### src/rtl/watchdog_multi.sv
// N_CH independent heartbeat watchdogs with warning, optional early-kick window and a shared,
// retriggerable force_reset pulse plus a saturating trip counter.
module watchdog_multi #(
    parameter int N_CH       = 4,
    parameter int CNT_W      = 32,
    parameter int TIMEOUT    = 1000,
    parameter int WARN_AT    = 750,
    parameter int WINDOW_MIN = 0,
    parameter int PULSE_LEN  = 16
) (
    input  logic            clk,
    input  logic            rstn,
    input  logic [N_CH-1:0] enable,
    input  logic [N_CH-1:0] heartbeat,
    input  logic [N_CH-1:0] clear_fault,
    output logic [N_CH-1:0] warning,
    output logic [N_CH-1:0] triggered,
    output logic [N_CH-1:0] early_fault,
    output logic            force_reset,
    output logic [7:0]      fault_count
);

    if (!(WINDOW_MIN >= 0 && WINDOW_MIN < WARN_AT && WARN_AT < TIMEOUT &&
          (CNT_W >= 32 || TIMEOUT < (64'd1 << CNT_W)) && PULSE_LEN >= 1)) begin : g_bad_params
        $error("watchdog_multi: illegal parameter combination");
    end

    localparam int PW = $clog2(PULSE_LEN + 1);
    localparam logic [CNT_W-1:0] TRIP_AT_C = CNT_W'(TIMEOUT - 1);
    localparam logic [CNT_W-1:0] WARN_AT_C = CNT_W'(WARN_AT - 1);
    localparam logic [CNT_W-1:0] WIN_C     = CNT_W'(WINDOW_MIN);
    localparam bit               WIN_EN    = (WINDOW_MIN != 0);
    localparam logic [PW-1:0]    PULSE_C   = PW'(PULSE_LEN);

    typedef enum logic [1:0] {IDLE, RUN, WARN, TRIPPED} state_t;

    state_t           state_q [N_CH];
    state_t           state_d [N_CH];
    logic [CNT_W-1:0] cnt_q   [N_CH];
    logic [CNT_W-1:0] cnt_d   [N_CH];
    logic [N_CH-1:0]  early_d;
    logic [N_CH-1:0]  enter_trip;
    logic             trip_pend;
    logic [PW-1:0]    pulse_cnt;

    always_ff @(posedge clk or negedge rstn) begin
        if (!rstn) begin
            for (int i = 0; i < N_CH; i++) begin
                state_q[i] <= IDLE;
                cnt_q[i]   <= '0;
            end
            early_fault <= '0;
        end else begin
            for (int i = 0; i < N_CH; i++) begin
                state_q[i] <= state_d[i];
                cnt_q[i]   <= cnt_d[i];
            end
            early_fault <= early_d;
        end
    end

    // Priority: clear > disable > tripped hold > heartbeat > count.
    always_comb begin
        for (int i = 0; i < N_CH; i++) begin
            state_d[i] = state_q[i];
            cnt_d[i]   = cnt_q[i];
            early_d[i] = early_fault[i];
            if (clear_fault[i]) begin
                cnt_d[i]   = '0;
                early_d[i] = 1'b0;
                state_d[i] = enable[i] ? RUN : IDLE;
            end else if (!enable[i]) begin
                cnt_d[i] = '0;
                if (state_q[i] != TRIPPED) state_d[i] = IDLE;
            end else if (state_q[i] == TRIPPED) begin
                state_d[i] = TRIPPED;
            end else if (heartbeat[i]) begin
                if (WIN_EN && state_q[i] != IDLE && cnt_q[i] < WIN_C) begin
                    state_d[i] = TRIPPED;
                    early_d[i] = 1'b1;
                end else begin
                    cnt_d[i]   = '0;
                    state_d[i] = RUN;
                end
            end else if (state_q[i] == IDLE) begin
                cnt_d[i]   = '0;
                state_d[i] = RUN;
            end else begin
                cnt_d[i] = cnt_q[i] + 1'b1;
                if (cnt_q[i] == TRIP_AT_C)      state_d[i] = TRIPPED;
                else if (cnt_q[i] >= WARN_AT_C) state_d[i] = WARN;
            end
            enter_trip[i] = (state_d[i] == TRIPPED) && (state_q[i] != TRIPPED);
        end
    end

    always_comb begin
        for (int i = 0; i < N_CH; i++) begin
            warning[i]   = (state_q[i] == WARN);
            triggered[i] = (state_q[i] == TRIPPED);
        end
    end

    // Trips are collapsed into one event per cycle; the pulse starts one edge after the trip.
    always_ff @(posedge clk or negedge rstn) begin
        if (!rstn) begin
            trip_pend   <= 1'b0;
            pulse_cnt   <= '0;
            force_reset <= 1'b0;
            fault_count <= '0;
        end else begin
            trip_pend <= |enter_trip;
            if (trip_pend) begin
                pulse_cnt   <= PULSE_C;
                force_reset <= 1'b1;
                if (fault_count != 8'hFF) fault_count <= fault_count + 8'd1;
            end else if (pulse_cnt != '0) begin
                pulse_cnt   <= pulse_cnt - 1'b1;
                force_reset <= (pulse_cnt != PW'(1));
            end
        end
    end

endmodule

### config.mk
export PLATFORM = sky130hd
export DESIGN_NAME = watchdog_multi
export DESIGN_NICKNAME = d
export VERILOG_FILES = /design/src/rtl/watchdog_multi.sv
export SDC_FILE = /design/constraint.sdc
export NUM_CORES = 1
export LEC_CHECK = 0
export CELL_PAD_IN_SITES_DETAIL_PLACEMENT = 1
export CELL_PAD_IN_SITES_GLOBAL_PLACEMENT = 1
export CORE_MARGIN = 2
export CORE_UTILIZATION = 45
export DETAILED_ROUTE_END_ITERATION = 6
export MAX_ROUTING_LAYER = met4
export PLACE_DENSITY = 0.83
export RECOVER_POWER = 100
export SYNTH_ARGS = -nofsm -noshare
export SYNTH_HDL_FRONTEND = slang
export SYNTH_SLANG_ARGS = --single-unit
### constraint.sdc
create_clock -name clk -period 4.47 [get_ports clk]
set_clock_uncertainty 0.2 [all_clocks]
set_input_delay 1.341 -clock clk [delete_from_list [all_inputs] [get_ports clk]]
set_output_delay 1.341 -clock clk [all_outputs]
set_load 0.01 [all_outputs]
==> out/metrics.csv <==
metric,value,unit
vias,6840,
whs,311,ps
slew_viol_final,74,
numClockSinks,151,
slew_headroom,-0.274,
root_buffer,clkbuf_16,
avgSynthCellArea,8.95,sq um
synth_warnings,0,
worst_slew_pin_slew,1910,ps
num_rows,49,
final.setup.worst_slack,758,ps
finalCritPeriodShare,0.830,
grt_pass1_vias,7271,
pwr_density_cell,343,nW/um^2
cts_tree,done,
setup_viol_count_final,0,
synth-edff-count,0,
dr.first_iter.drc_count,383,
io_pins,35,
rsz0062_at_grt,false,
antenna_cells,0,
cts_resized,0,
via_per_inst,5.76,
core_area,17800,sq um
async_reset_ff_frac,1.00,
fin_crit,3710,ps
synth_top_area_frac,0.464,
layoutNonFillerInstCount,1188,
hold_end,force_reset,
yosysUniqueCellTypes,68,
violations,"max-capacitance violations, max-slew violations",
max-vdd-ir-drop,0.260,mV
yosys.area.top_type,dfrtp_1,
initial_core_util,0.456,
leakagePower,3.88,nW
grt_start_max_net_pins,74,
setup.worst_path.end_class,register,
avgRoutedWirePerCell,17.2,um
cp-start-kind,primary input,
ant_nets,0,
cts_hold_buf,0,
fmax,269,MHz
path_max_fanout,24,
die_w,139,um
hold_path_depth,2,
die-area,19200,sq um
clk_pin_slew,60,ps
dp_slack,630,ps
r2r_cells,5,
dr.pass1.iters,4,
syn2layout_area_growth,13.6,%
ys_ff_latch,151,
gp_congestion,0.785,
grt_overflow,0,
cp.required,4530,ps
finalSetupTns,0,ps
crit-reg2reg-capture,cnt_q[82],
crit_type,primary input to register,
finalHoldViolCount,0,
fillers,2091,
syn_area,8140,sq um
grtUsageTotal,0.232,
reg2reg_slack,1570,ps
reg2reg_from,state_q[5],
holdCritPathClass,register to register,
layout-drive-gt1-share,0.0511,
hpwl,13.7,mm
status,finished with violations,
layout.nets,976,
netlist_top_cells_count,"dfrtp_1, nor2_1, nand2_1",
drv_cap,1,
power,3.17,mW
htreeDepth,4,
synth.most_common_cell,dfrtp_1,
dp.cells,1156,
numCtsBuffers,17,
synth_top_flop_cell,dfrtp_1,
portBuffers,30,
drc,0,
die_h,139,um
synth_cells,910,
ys_seq_area_frac,0.464,
antenna_found_initial,0,
grt_pass1_wl,35.9,mm
synthTopCellsByArea,"dfrtp_1, nor2_1, xor2_1, o21ai_0, nand2_1",
post-cts-setup-buffer-count,0,
totalWireLength,20.4,mm
clk_path_buf_depth,2,
worstPathArrival,3770,ps
clk_latency,420,ps
min-delay-start,force_reset,
[final cells by class]
| cell class | count | area [sq um] | share of cell area |
|---|---|---|---|
| Tap cell | 229 | 287 | 0.0310 |
| Sequential cell | 151 | 3780 | 0.408 |
| Timing Repair Buffer | 44 | 365 | 0.0395 |
| Multi-Input combinational cell | 706 | 4130 | 0.447 |
| Clock inverter | 14 | 159 | 0.0172 |
| Clock buffer | 18 | 429 | 0.0464 |
| Inverter | 26 | 97.6 | 0.0106 |
[routing by layer]
metal / routed length (um) / track usage / vias to the layer above
met5: 0 / - / -
met1: 9730 / 0.305 / 3465
li1: - / - / 3295
met2: 9990 / 0.375 / 62
met3: 413 / 0.0353 / 18
met4: 264 / 0.0677 / 0
[worst max-delay path by stage]
stage              startpoint        end  depth (start not counted)
2_1_floorplan       enable[1]  cnt_q[90]                          7
3_3_place_gp        enable[0]  trip_pend                          5
3_5_place_dp        enable[0]  trip_pend                          5
4_1_cts             enable[0]  trip_pend                          5
5_1_grt        clear_fault[1]  cnt_q[92]                          7
6_report       clear_fault[1]  cnt_q[82]                          7
[report_power, final]
part	internal [mW]	switching [mW]
sequential	1.41	0.0526
combinational	0.104	0.145
clock	0.872	0.585
[kinds of logic (layout without fill, tap and decap cells)]
| group | after synthesis | count (layout) | synth area share |
|---|---|---|---|
| xor gates and xnor gates | 82 | 82 | 0.0882 |
| and+or+nand+nor | 449 | 449 | 0.283 |
| buffers and inverters | 56 | 102 | 0.0281 |
| AOI/OAI and AO/OA | 153 | 153 | 0.109 |
| DFF | 151 | 151 | 0.464 |
| adders and majority gates | 16 | 16 | 0.0246 |
| other | 1 | 4 | 0.000461 |
| muxes | 2 | 2 | 0.00261 |
[registers in the layout, indices dropped and copies added (netlist names)]
| signal | cells |
|---|---|
| state_q | 8 |
| pulse_cnt | 5 |
| cnt_q | 128 |
| trip_pend | 1 |
| fault_count | 8 |
| force_reset | 1 |
[stage by stage]
stage / utilization / instance area (sq um)
floorplan: - / 8150
global placement: 0.488 / 8710
detailed placement: 0.488 / 8710
CTS: 0.521 / 9300
global route: 0.518 / 9250
finish: 0.518 / 9250
[worst max-delay path, cell delays in order]
cell	delay (ps)
dlygate4sd3_1	570
nor2_1	70
o211ai_1	350
inv_1	300
nor2_1	170
clkbuf_1	830
nor2_1	130
[layout by cell type (no fill, tap or decap), types with 9 or more instances in the layout]
cell and n:
or3_1 14, clkbuf_16 17, a21oi_1 35, inv_1 26, nor4_1 22, nor3_1 23, nand4_1 35, and4_1 12
dlygate4sd3_1 21, nand3_1 51, clkbuf_1 9, xor2_1 50, dfrtp_1 151, ha_1 16, o21ai_0 74, xnor2_1 32
and3_1 27, nor2_1 132, nand2_1 92
No activity file was read; power rests on OpenSTA's default activity.
